[src/rtl/analog_pad_seq.sv]
// Break-before-make sequencer for a bank of analog pad switches.
// At most one switch is closed; a change opens all switches, waits a dead time, closes, then settles.
module analog_pad_seq #(
  parameter int NUM_CH = 4,
  parameter int CW     = 2,
  parameter int SW     = 8
) (
  input  logic              pclk,
  input  logic              preset,
  input  logic              req,
  input  logic [CW-1:0]     req_ch,
  input  logic              req_conn,
  input  logic [3:0]        dead_cyc,
  input  logic [SW-1:0]     settle_cyc,
  output logic [NUM_CH-1:0] sw_en,
  output logic              busy,
  output logic              done,
  output logic              err,
  output logic [CW-1:0]     cur_ch,
  output logic              cur_vld
);

  localparam int CNTW = (SW > 4) ? SW : 4;

  typedef enum logic [2:0] {
    S_IDLE, S_BREAK, S_DEAD, S_MAKE, S_SETTLE, S_DONE
  } state_t;

  state_t          state, state_nxt;
  logic [CW-1:0]   lat_ch;
  logic            lat_conn;
  logic            lat_same;
  logic [3:0]      lat_dead;
  logic [SW-1:0]   lat_settle;
  logic [CNTW-1:0] cnt;
  logic            err_defer;

  logic            bad_ch;
  logic            same_ch;
  logic            accept;
  logic            drop;
  logic [3:0]      dead_last;
  logic [SW-1:0]   settle_last;

  function automatic logic [NUM_CH-1:0] onehot(input logic [CW-1:0] ch);
    onehot = {{(NUM_CH-1){1'b0}}, 1'b1} << ch;
  endfunction

  assign bad_ch  = req_conn && (int'(req_ch) >= NUM_CH);
  assign same_ch = req_conn && cur_vld && (req_ch == cur_ch);
  assign accept  = (state == S_IDLE) && req && !bad_ch;
  assign drop    = req && !accept;

  // Terminal counts are last-cycle indices; a zero dead time still costs one cycle.
  assign dead_last   = (lat_dead == 4'd0) ? 4'd0 : lat_dead - 4'd1;
  assign settle_last = (lat_settle == '0) ? '0 : lat_settle - 1'b1;

  always_comb begin
    state_nxt = state;
    case (state)
      // Re-selecting the connected channel skips the break and passes through MAKE
      // with the same switch closed, so the switch pattern never changes.
      S_IDLE:   if (accept) state_nxt = same_ch ? S_MAKE : S_BREAK;
      S_BREAK:  state_nxt = lat_conn ? S_DEAD : S_DONE;
      S_DEAD:   if (cnt >= CNTW'(dead_last)) state_nxt = S_MAKE;
      S_MAKE:   state_nxt = (lat_same || lat_settle == '0) ? S_DONE : S_SETTLE;
      S_SETTLE: if (cnt >= CNTW'(settle_last)) state_nxt = S_DONE;
      S_DONE:   state_nxt = S_IDLE;
      default:  state_nxt = S_IDLE;
    endcase
  end

  always_ff @(posedge pclk) begin
    if (preset) begin
      state      <= S_IDLE;
      lat_ch     <= '0;
      lat_conn   <= 1'b0;
      lat_same   <= 1'b0;
      lat_dead   <= '0;
      lat_settle <= '0;
      cnt        <= '0;
      cur_vld    <= 1'b0;
      cur_ch     <= '0;
      err        <= 1'b0;
      err_defer  <= 1'b0;
    end else begin
      state <= state_nxt;

      if (state_nxt == state && (state == S_DEAD || state == S_SETTLE))
        cnt <= (cnt != '1) ? cnt + 1'b1 : cnt;
      else
        cnt <= '0;

      if (accept) begin
        lat_ch     <= req_ch;
        lat_conn   <= req_conn;
        lat_same   <= same_ch;
        lat_dead   <= dead_cyc;
        lat_settle <= settle_cyc;
        if (!same_ch) cur_vld <= 1'b0;
      end

      if (state_nxt == S_DONE && state != S_DONE && lat_conn) begin
        cur_vld <= 1'b1;
        cur_ch  <= lat_ch;
      end

      // An err that would land on the done cycle is pushed one cycle later.
      err       <= (drop && state_nxt != S_DONE) || err_defer;
      err_defer <= drop && state_nxt == S_DONE;
    end
  end

  always_comb begin
    sw_en = '0;
    case (state)
      S_IDLE:            sw_en = cur_vld ? onehot(cur_ch) : '0;
      S_MAKE, S_SETTLE:  sw_en = onehot(lat_ch);
      S_DONE:            sw_en = lat_conn ? onehot(lat_ch) : '0;
      default:           sw_en = '0;
    endcase
  end

  assign busy = (state != S_IDLE);
  assign done = (state == S_DONE);

endmodule

[config.mk]
export PLATFORM = sky130hd
export DESIGN_NAME = analog_pad_seq
export DESIGN_NICKNAME = d
export VERILOG_FILES = /design/src/rtl/analog_pad_seq.sv
export SDC_FILE = /design/constraint.sdc
export NUM_CORES = 1
export LEC_CHECK = 0
export BUFFER_PORTS_ARGS = -buffer_cell sky130_fd_sc_hd__buf_2
export CORE_ASPECT_RATIO = 1.4
export CORE_MARGIN = 4
export CORE_UTILIZATION = 50
export DETAILED_ROUTE_END_ITERATION = 6
export PLACE_DENSITY = 0.74
export SLEW_MARGIN = 20
export SYNTH_ARGS = -nofsm -noshare
export SYNTH_HDL_FRONTEND = slang
export SYNTH_SLANG_ARGS = --single-unit
export TNS_END_PERCENT = 10
[constraint.sdc]
create_clock -name pclk -period 6.4 [get_ports pclk]
set_input_delay 0.64 -clock pclk [delete_from_list [all_inputs] [get_ports pclk]]
set_output_delay 0.64 -clock pclk [all_outputs]
set_load 0.05 [all_outputs]
==> impl_metrics.ini <==
[outcome]
outcome = completed

[worst_setup_path]
critPathTopFamily = simple AND/OR/NAND/NOR gates
slowest_delay_ps = 650
crit_type = flip-flop to flip-flop
r2r_cells = 12
path_depth = 12
cp_num_buf_inv = 1
required_ps = 6590
crit_top_cell = ha_1
startpoint_type = flip-flop
worstPathArrival_ps = 3600
crit_path_top_delay_cell = nor4b_1
crit_chain = inv_1 -> ha_1 -> nor4b_1 -> nand2_1 -> nand2b_1 -> ha_1 -> a31oi_1 -> and2b_2 -> o2111a_1 -> nor4_4 -> nor3_4 -> o21ba_2
crit_path_end_kind = flip-flop
cp_max_fo = 5
reg2reg_setup_slack_ps = 2980

[floorplan]
start_util_pct = 52.60
die_w_um = 60.79
ioPinCount = 28
core_um2 = 3709
die_h_um = 81.91
rows = 26
dieArea_um2 = 4979

[yosys]
synth_edf_count = 0
yosysSeqAreaShare_pct = 32.84
synthFlopType = dfxtp_1
synthCells = 242
ys_warn_count = 0
synthDistinctLibCells = 45
synth_seq_cells = 32
async_flop_share_pct = 0
yosys.area.top_type = dfxtp_1
syn_area_per_cell_um2 = 8.060
yosysTopAreaCellShare_pct = 32.84
synth_most_common_cell = nand2_1
synth_common_cells = nand2_1, dfxtp_1, a21oi_1, nor2_1, ha_1
synth_area_leaders = dfxtp_1, ha_1, nand2_1
netlist_area_um2 = 1951
syn-num-nets = 274

[sta]
hold_violations = 0
relSlewSlack_pct = 47.89
tightest_slew_ps = 770.7
finalMaxSlewViolations = 0
min_period_over_period_pct = 53.38
fin_tns_setup_ps = 0
finalClockSkew_ps = 7.449
setup_viol = 0
fmax_mhz = 292.7
rsz0062_at_grt = no
min_period_ps = 3416

[cts]
clkTransAtPathRegs_ps = 70
post-cts-setup-buffers = 0
cts.repair.resized = 0
max-clock-path-buffers = 2
htree_levels = 2
numCtsBuffers = 5
cts_root_buffer = clkbuf_8
tritoncts = done
clock_latency_ps = 290
numClockSinks = 32
hold_buffers = 0

[power]
p_leak_nw = 0.9471
power_density_nw_per_um2 = 410.5
total_power_mw = 0.8941
peakVddDrop_mv = 0.2497

[cells_and_area]
nets = 299
n_antenna_cell = 0
fill_cells = 392
synthToLayoutAreaGrowth_pct = 11.67
final_layout_size_suffix_gt1_share_pct = 17.54

[route]
wl_per_cell_um = 13.16
final_antenna_net_count = 0
drc = 0
wirelength_um = 4079
vias_per_cell = 5.584
drt_iter0_markers = 31
vias = 1731
drtPass1Iterations = 4

[global_route]
antenna_found_initial = 0
grt_pass1_wl_um = 6941
gr-total-overflow = 0
grt_max_degree = 28
grt_usage_pct = 18.58
grt_pass1_vias = 1580

[worst_hold_path]
min_path_type = flip-flop to flip-flop
holdPathStages = 2

[placement]
portBuffers = 27
place_congestion = 0.8059
post-dp-hpwl_um = 3231

[job]
maxCapViolCount = 0
==> worst reg2reg max path, stage by stage (launching register included) <==
cell and delay (ps):
dfxtp_1 330, inv_1 80, ha_1 190, nor4b_1 650, nand2_1 190, nand2b_1 130, ha_1 240, a31oi_1 170
and2b_2 230, o2111a_1 260, nor4_4 500, nor3_4 120, o21ba_2 230
==> area by class of cell <==
cell class | count | area, um2 | area share, %
sequential | 32 | 640.6 | 29.41
tap | 42 | 52.55 | 2.412
clock inverter | 3 | 42.54 | 1.953
multi-input combinational | 193 | 1209 | 55.49
inverter | 8 | 30.03 | 1.379
timing repair buffer | 27 | 135.1 | 6.203
clock buffer | 5 | 68.82 | 3.159
==> per-stage QoR <==
step | util [%] | setup slack (ps) | instance area (um2) | cells | hold WS, ps
floorplan | - | 3357 | 1951 | 242 | 435.2
global placement | 55.74 | 3107 | 2067 | 302 | 455.3
detailed placement | 55.74 | 2983 | 2067 | 302 | 458.9
CTS | 58.74 | 2974 | 2178 | 310 | 469.8
global route | 58.74 | 2701 | 2178 | 310 | 494.6
finish | 58.74 | 2984 | 2178 | 310 | 465.0
==> per-layer routing <==
layer / share of wire [%] / track usage, %
met5: 0 / 0
met3: 3.3 / 3.931
met4: 2.9 / 8.677
met1: 41 / 20.11
met2: 53 / 33.40
==> flip-flops by register name, indices dropped and copies added (netlist names) <==
register    flops
cnt             8
cur_ch          2
cur_vld         1
err             1
err_defer       1
lat_ch          2
lat_conn        1
lat_dead        4
lat_same        1
lat_settle      8
state           3
==> logic make-up after synthesis <==
group                    after synthesis  synth area share, %
XOR/XNOR                               9                4.041
AND/OR/NAND/NOR                      116                30.47
multiplexers                           5                2.566
AO/OA/AOI/OAI                         49                15.91
adder cells (fa/ha/maj)               14                8.980
flip-flops                            32                32.84
buffers and inverters                 17                5.196
==> cells in the final DEF (no fill, tap or decap), types with 4 or more instances in the layout <==
cell	count
nand3_1	7
buf_2	27
nor2_1	20
ha_1	14
and3_2	4
nor2b_1	5
inv_1	8
a21oi_1	23
nand2b_1	10
clkbuf_8	5
nor3_1	9
nand2_1	45
xor2_1	6
dfxtp_1	32
mux2i_1	5
==> power by group <==
part	total, mW	leakage (nW)	internal (mW)	switching, mW
sequential	0.284	0.261	0.234	0.0494
combinational	0.415	0.632	0.154	0.261
clock	0.195	0.0541	0.115	0.0802
==> path summary, 6_finish.rpt <==
kind,startpoint,to
max reg2reg,lat_settle[0]$_SDFFE_PP0P_,cur_vld$_SDFFE_PP0P_
min,lat_same$_SDFFE_PP0P_,lat_same$_SDFFE_PP0P_
min reg2reg,lat_same$_SDFFE_PP0P_,lat_same$_SDFFE_PP0P_
max,lat_settle[0]$_SDFFE_PP0P_,cur_vld$_SDFFE_PP0P_
Note: power is estimated with default switching activity, not from simulation.
